[config.mk]
export PLATFORM = sky130hd
export DESIGN_NAME = seq_magnitude_comparator_flat
export DESIGN_NICKNAME = d
export VERILOG_FILES = /design/src/rtl/seq_magnitude_comparator_if.sv /design/src/rtl/seq_magnitude_comparator.sv /design/src/flat_wrapper.sv
export SDC_FILE = /design/constraint.sdc
export NUM_CORES = 1
export LEC_CHECK = 0
export CAP_MARGIN = 20
export CORE_ASPECT_RATIO = 1.75
export CORE_MARGIN = 3
export CORE_UTILIZATION = 27
export CTS_BUF_LIST = sky130_fd_sc_hd__clkbuf_16
export DETAILED_ROUTE_END_ITERATION = 8
export PLACE_DENSITY_LB_ADDON = 0.15
export SLEW_MARGIN = 20
export SYNTH_ARGS = -nofsm -noshare
export SYNTH_HDL_FRONTEND = slang
export SYNTH_SLANG_ARGS = --single-unit
[constraint.sdc]
create_clock -name clk -period 1.74 [get_ports clk]
set_input_delay 0.348 -clock clk [delete_from_list [all_inputs] [get_ports clk]]
set_output_delay 0.348 -clock clk [all_outputs]
set_load 0.01 [all_outputs]
[src/rtl/seq_magnitude_comparator_if.sv]
// Operand/result bundle for the bit-serial magnitude comparator.
// The master side issues compare requests; the slave side (the comparator)
// returns busy/done and the one-hot L/E/G relation.
interface seq_magnitude_comparator_if #(
  parameter int WIDTH = 32
);
  logic             start;
  logic             signed_mode;
  logic [WIDTH-1:0] a_in;
  logic [WIDTH-1:0] b_in;
  logic             busy;
  logic             done;
  logic             L;
  logic             E;
  logic             G;

  modport master (
    output start,
    output signed_mode,
    output a_in,
    output b_in,
    input  busy,
    input  done,
    input  L,
    input  E,
    input  G
  );

  modport slave (
    input  start,
    input  signed_mode,
    input  a_in,
    input  b_in,
    output busy,
    output done,
    output L,
    output E,
    output G
  );
endinterface

[src/rtl/seq_magnitude_comparator.sv]
// Bit-serial magnitude comparator.
// Compares two WIDTH-bit operands one bit per clock, LSB first, in unsigned
// or two's-complement mode. Operands are captured in parallel on start and
// shifted out internally. Because later (higher) bits always override the
// running relation, scanning LSB first still yields the correct magnitude
// order once the top bit has been seen. The top bit is treated as a sign bit
// in signed mode, which simply inverts the sense of a mismatch there.
module seq_magnitude_comparator #(
  parameter int WIDTH = 32
) (
  input  logic                        clk,
  input  logic                        rst,
  seq_magnitude_comparator_if.slave   bus
);

  localparam int CNT_W = (WIDTH > 1) ? $clog2(WIDTH) : 1;
  localparam logic [CNT_W-1:0] LAST = CNT_W'(WIDTH - 1);

  typedef enum logic [1:0] {
    IDLE = 2'd0,
    RUN  = 2'd1,
    DONE = 2'd2
  } state_t;

  typedef enum logic [1:0] {
    REL_EQ = 2'd0,
    REL_LT = 2'd1,
    REL_GT = 2'd2
  } rel_t;

  // Fold one operand bit pair into the running relation. Equal bits leave the
  // relation alone; a differing bit decides it outright. On the sign bit of a
  // signed compare a set bit means "more negative", so the sense flips.
  function automatic rel_t bit_rel(input rel_t rel_in, input logic a_bit,
                                   input logic b_bit, input logic sign_bit);
    rel_t r;
    r = rel_in;
    if (a_bit != b_bit) begin
      if (sign_bit) r = a_bit ? REL_LT : REL_GT;
      else          r = a_bit ? REL_GT : REL_LT;
    end
    return r;
  endfunction

  state_t           state_q;
  state_t           state_d;
  logic [WIDTH-1:0] sa;
  logic [WIDTH-1:0] sb;
  logic [CNT_W-1:0] cnt;
  logic             mode_r;
  rel_t             rel;
  rel_t             rel_nx;
  logic             load;
  logic             finish;
  logic             last_bit;

  assign last_bit = (cnt == LAST);
  assign bus.busy = (state_q == RUN);

  // State register.
  always_ff @(posedge clk) begin
    if (rst) state_q <= IDLE;
    else     state_q <= state_d;
  end

  // Next-state logic: accept start only when idle or holding a result, and
  // finish once the top bit has been folded in.
  always_comb begin
    state_d = state_q;
    load    = 1'b0;
    finish  = 1'b0;
    case (state_q)
      IDLE, DONE: begin
        if (bus.start) begin
          state_d = RUN;
          load    = 1'b1;
        end
      end
      RUN: begin
        if (last_bit) begin
          state_d = DONE;
          finish  = 1'b1;
        end
      end
      default: state_d = IDLE;
    endcase
  end

  // Relation after folding in the current LSB pair.
  always_comb begin
    rel_nx = bit_rel(rel, sa[0], sb[0], last_bit & mode_r);
  end

  // Operand shift registers, bit counter and running relation.
  always_ff @(posedge clk) begin
    if (rst) begin
      sa     <= '0;
      sb     <= '0;
      cnt    <= '0;
      mode_r <= 1'b0;
      rel    <= REL_EQ;
    end else if (load) begin
      sa     <= bus.a_in;
      sb     <= bus.b_in;
      mode_r <= bus.signed_mode;
      cnt    <= '0;
      rel    <= REL_EQ;
    end else if (state_q == RUN) begin
      sa  <= sa >> 1;
      sb  <= sb >> 1;
      rel <= rel_nx;
      // Hold the counter on the last bit so it never wraps inside a run.
      if (!finish) cnt <= cnt + 1'b1;
    end
  end

  // Result registers: written only on completion, held across new starts.
  always_ff @(posedge clk) begin
    if (rst) begin
      bus.done <= 1'b0;
      bus.L    <= 1'b0;
      bus.E    <= 1'b0;
      bus.G    <= 1'b0;
    end else begin
      bus.done <= finish;
      if (finish) begin
        bus.L <= (rel_nx == REL_LT);
        bus.E <= (rel_nx == REL_EQ);
        bus.G <= (rel_nx == REL_GT);
      end
    end
  end

endmodule

[src/flat_wrapper.sv]
// flat-port wrapper written by rule: the top's interface ports become plain ports
module seq_magnitude_comparator_flat 
#(
  parameter int WIDTH = 32
)
  (clk, rst, bus_start, bus_signed_mode, bus_a_in, bus_b_in, bus_busy, bus_done, bus_L, bus_E, bus_G);
  seq_magnitude_comparator_if #(.WIDTH(WIDTH)) bus_i ();
  input  logic clk;
  input  logic rst;
  input wire logic [$bits(bus_i.start)-1:0] bus_start;
  input wire logic [$bits(bus_i.signed_mode)-1:0] bus_signed_mode;
  input wire logic [$bits(bus_i.a_in)-1:0] bus_a_in;
  input wire logic [$bits(bus_i.b_in)-1:0] bus_b_in;
  output wire logic [$bits(bus_i.busy)-1:0] bus_busy;
  output wire logic [$bits(bus_i.done)-1:0] bus_done;
  output wire logic [$bits(bus_i.L)-1:0] bus_L;
  output wire logic [$bits(bus_i.E)-1:0] bus_E;
  output wire logic [$bits(bus_i.G)-1:0] bus_G;
  assign bus_i.start = bus_start;
  assign bus_i.signed_mode = bus_signed_mode;
  assign bus_i.a_in = bus_a_in;
  assign bus_i.b_in = bus_b_in;
  assign bus_busy = bus_i.busy;
  assign bus_done = bus_i.done;
  assign bus_L = bus_i.L;
  assign bus_E = bus_i.E;
  assign bus_G = bus_i.G;
  seq_magnitude_comparator #(.WIDTH(WIDTH)) u_core (.clk(clk), .rst(rst), .bus(bus_i));
endmodule
* Word-level counts from Yosys, hierarchy flattened
Index checks and enable logic that the tools add are counted.
** Storage, ports and cells
- Latch bits :: 0
- Logic and storage cells :: 43
- Register bits :: 78
- Output and inout port bits :: 5
- RAM bits :: 0
- Memories :: 0
- Input port bits :: 68
- ROM bits :: 0
** Cells by class
- Add/sub/neg operators :: 1
- Reductions and logical operators :: 7
- $mul :: 0
- Divide/modulo/power cells :: 0
- Eq/ne operators :: 8
- $lt $le $gt $ge :: 0
- Shift-type cells :: 0
- Bitwise gates (word level) :: 2
- Multiplexer cells :: 15
** Operator list (count)
- $mux W32 :: 4
- $mux W2 :: 6
- $add A5 B1 Y5 const B :: 1
- $eq A5 B5 Y1 const B :: 1
- $eq A2 B1 Y1 const B :: 2
- $eq A2 B2 Y1 const B :: 2
- $logic_not A2 Y1 :: 2
- $mux W1 :: 4
- $pmux W2 S2 :: 1
- $reduce_and A2 Y1 :: 2
- $reduce_or A2 Y1 :: 2
- $ne A2 B1 Y1 const B :: 1
- $ne A2 B2 Y1 const B :: 1
- $reduce_bool A2 Y1 :: 1
- $and A1 B1 Y1 :: 1
- $ne A1 B1 Y1 :: 1
- $not A1 Y1 :: 1

* Longest topological paths before layout
- Depth in word-level cells :: 5
- Mapped depth :: 8
- Depth with buffers taken out :: 7

* Worst setup path before layout
Ideal clock, no wire load.
- Path kind :: flip-flop to flip-flop
- From :: reg u_core.cnt[0]
- To :: reg u_core.cnt[3]
- Arrival :: 1.687 ns
- Stages on the path, launching flop included :: 9
- Slack :: -0.072 ns
- Period minus slack after synthesis :: 1.812 ns
- Setup time :: 0.124 ns
- Buffers on the path :: 1
- Data required time :: 1.616 ns
- Cell sequence :: dfxtp_1 ha_1 and3_1 ha_1 clkbuf_1 nor3b_2 nand4_1 xor2_1 nor2_1
** On the way
- Cells in the longest elaborated chain, start to end :: 5
- Elaborated cells between the ends (all ways) :: 6
- Those cells by class :: add/sub (1); eq/ne (1); mux (2); bitwise (1); reduce/logical (1)
** RTL lines
- from (decl) :: line seq_magnitude_comparator.sv:49 : logic [CNT_W-1:0] cnt;
- from (signal assigned) :: line seq_magnitude_comparator.sv:113 : if (!finish) cnt <= cnt + 1'b1;
- $eq A5 B5 Y1 :: line seq_magnitude_comparator.sv:57 : assign last_bit = (cnt == LAST);
- $mux W1 :: line seq_magnitude_comparator.sv:80 : if (last_bit) begin
- $mux W1 :: line seq_magnitude_comparator.sv:72 : case (state_q)
- $not A1 Y1 (no source line)
- $reduce_and A2 Y1 (no source line)
Several ways; a longest one is shown, not always the timed one.
A chain may end at the register's enable or synchronous reset.

* Worst setup path after layout
- From :: reg u_core.state_q[1]
- To :: out bus_busy
** On the way
- Cells in the longest elaborated chain, start to end :: 1
** RTL lines
- from (decl) :: line seq_magnitude_comparator.sv:45 : state_t state_q;
- from (signal assigned) :: line seq_magnitude_comparator.sv:63 : else state_q <= state_d;
- $eq A2 B1 Y1 :: line seq_magnitude_comparator.sv:58 : assign bus.busy = (state_q == RUN);
- to (decl) :: line flat_wrapper.sv:14 : output wire logic [$bits(bus_i.busy)-1:0] bus_busy;
No other way between the ends.

==> impl_metrics.toml <==
[outcome]
outcome = "completed"

[logic_synthesis]
synth.area.mux_share = 0
netlist_top_cells_area = "dfxtp_1 (47%), a311oi_1 (15%), nand2_1 (14%)"
synth_top_area_frac = 0.470
synth_compound_area_frac = 0.206
syn_avg_cell_area_um2 = 7.89
ys_ff_latch = 78
ys_types = 33
syn_area_um2 = 3320
syn_inst = 421
yosys.area.top_type = "dfxtp_1"
synthAdderAreaFrac = 0.00753
synth-seq-area-share = 0.470
synth_top_family_by_area = "simple AND/OR/NAND/NOR gates"
yosysWarnings = 0
synth_nets = 491
synth_xor_area_frac = 0.00791
synth-simple-area-share = 0.259

[clock_tree]
clockRootBuffer = "clkbuf_16"
numCtsBuffers = 9
holdBufCountCts = 0
cts_tree = "done"
clock_latency_ps = 330
htreeDepth = 3
cts.path.max_buffers = 2
path_clk_slew_ps = 60
clock-sinks = 78

[worst_setup_path]
rr_startpoint = "u_core.cnt[0]$_SDFFE_PP0P_"
worstPathRequired_ps = 1390
r2r-end = "u_core.cnt[3]$_SDFFE_PP0P_"
arrival_ps = 1330
path_max_fanout = 5
reg2reg_slack_ps = 110
endpoint_kind = "output port"
worstSetupStartpointType = "register"
rr_worst_depth = 7
path_class = "reg -> out"

[sta]
skew_ps = 5.55
tns_ps = 0
finalSetupViolCount = 0
fmax_mhz = 597
relSlewSlack = 0.732
slew_violations = 0
final-hold-violation-count = 0
setup_slack_ps = 64.6
min_period_ps = 1680
min_period_over_period = 0.963
tightestPinTransition_ps = 402

[placement]
post-place-ws_ps = -34.8
gp_congestion = 0.735
dpl.hpwl_um = 6100
io_buffers = 72
placed_cell_area_um2 = 4310

[cells_and_area]
final_common_cell = "nand2_1"
nNetsFinal = 558
drive_gt1_frac = 0.0872
layout_common_cells = "nand2_1 (125), dfxtp_1 (78), clkdlybuf4s50_1 (70), nor2_1 (65), a311oi_1 (55)"
area_growth_pct = 40.1
n_fill_cell = 1246
postLayoutCellArea_um2 = 4650

[pwr]
p_leak_nw = 1.68
combinationalPowerShare = 0.144
switching_share = 0.243
internal-power_w = 0.00349
clkPwrFrac = 0.423
power.total_w = 0.00461
p_sw_w = 0.00112
seqPwrFrac = 0.433
pwr_density_cell_nw_per_um2 = 992
ir_drop_uv = 434

[floorplanning]
core_um2 = 12000
placementRows = 53
fp.dieH_um = 153
start_util = 0.277
ios = 73
chipWidth_um = 89.9
die_area_um2 = 13700

[global_routing]
grt_pass1_wl_um = 15000
grt_use_total = 0.135
grt_pass1_vias = 3106
antenna_found_initial = 0
grt_max_degree = 61
grt_overflow_total = 0

[hold_path]
hp-start = "rst"
holdPathStages = 2
hold_class = "in -> reg"
whs_endpoint = "u_core.sa[7]$_SDFFE_PP0P_"

[flow_run]
drv_cap = 0

[routing]
antenna_left = 0
post_drt_wl_per_cell_um = 13.8
dr.pass1.iters = 6
vias = 3170
drc_errors = 0
totalWireLength_um = 9110
viasPerCell = 4.81
drt_first_iter_violations = 153
state kept, by name, summed over array words and instances (netlist names):
signal	cells
u_core.mode_r	1
u_core.sa	32
u_core.bus.done	1
u_core.bus.E	1
u_core.state_q	2
u_core.bus.G	1
u_core.rel	2
u_core.sb	32
u_core.bus.L	1
u_core.cnt	5
power groups by stage:
stage	Clock, W	Sequential (W)	Combinational, W
finish	0.00195	0.00200	0.000663
global route	0.00209	0.00202	0.000743
CTS	0.00201	0.00200	0.000671
detailed placement	0	0.00204	0.000670
global placement	0	0.00204	0.000664
floorplan	0	0.00202	0.000370
metrics by stage:
step	cells	utilization	hold slack, ps
finish	659	0.388	397
global route	658	0.387	396
CTS	656	0.385	389
detailed placement	640	0.359	447
global placement	640	0.359	443
floorplan	421	-	436
kinds of logic (layout without fill, tap and decap cells):
group	count (synthesis)	in the layout
AND/OR/NAND/NOR	212	212
AO/OA/AOI/OAI	87	87
flip-flops	78	78
buffers and inverters	39	111
XOR/XNOR	3	3
adder cells (fa/ha/maj)	2	2
other	0	1
area by class of cell:
class / instances / area (µm²) / share of cell area
clock buffer: 9 / 225 / 0.0484
inverter: 2 / 10.0 / 0.00215
antenna: 1 / 2.50 / 0.000538
sequential: 78 / 1560 / 0.336
timing repair buffer: 93 / 935 / 0.201
tap: 165 / 206 / 0.0444
clock inverter: 7 / 81.3 / 0.0175
multi-input combinational: 304 / 1630 / 0.351
repair_timing:
item                                    4_1_cts  5_1_grt
endpoints found under the hold margin         0        0
resized for setup                             2        2
setup buffers                                 0        2
pin swaps                                     0        3
endpoints found under the setup margin        3        2
metal layers:
metal  share of wire  wire length (µm)  track usage  vias to the layer above
met4           0.019               174       0.0694                        0
met5               0                 0            0                        -
met2            0.51              4680        0.236                       67
met1            0.43              3910        0.153                     1490
met3           0.038               348       0.0292                       12
li1                -                 -            -                     1601
critical path, stage by stage, from the launching register on:
cell           delay [ps]
dfxtp_1               340
nand2b_2              240
inv_4                 130
dlygate4sd2_1         290
cell usage after synthesis, drive strengths merged:
| cell type | number |
|---|---|
| nand2b | 4 |
| nor2b | 4 |
| a21oi | 12 |
| a32o | 1 |
| clkbuf | 28 |
| or4b | 1 |
| dfxtp | 78 |
| nor3b | 1 |
| o22ai | 2 |
| o31ai | 2 |
| a21o | 1 |
| o211a | 1 |
| nor2 | 66 |
| and2 | 1 |
| xor2 | 2 |
| nand3b | 1 |
| o211ai | 1 |
| inv | 2 |
| nand4 | 2 |
| nand2 | 126 |
| and3 | 1 |
| a311oi | 55 |
| ha | 2 |
| a22oi | 8 |
| a31oi | 1 |
| buf | 9 |
| xnor2 | 1 |
| nor3 | 5 |
| o21ai | 3 |
worst max path at each step:
stage / endpoint / start / depth (start not counted)
floorplan: u_core.cnt[3]$_SDFFE_PP0P_ / u_core.cnt[0]$_SDFFE_PP0P_ / 8
global placement: u_core.bus.E$_SDFFE_PP0P_ / u_core.cnt[0]$_SDFFE_PP0P_ / 6
detailed placement: u_core.bus.E$_SDFFE_PP0P_ / u_core.cnt[0]$_SDFFE_PP0P_ / 6
CTS: bus_busy / u_core.state_q[1]$_SDFFE_PP0P_ / 3
global route: u_core.cnt[3]$_SDFFE_PP0P_ / u_core.cnt[0]$_SDFFE_PP0P_ / 7
finish: bus_busy / u_core.state_q[1]$_SDFFE_PP0P_ / 3
Power figures use the tool's default switching activity.
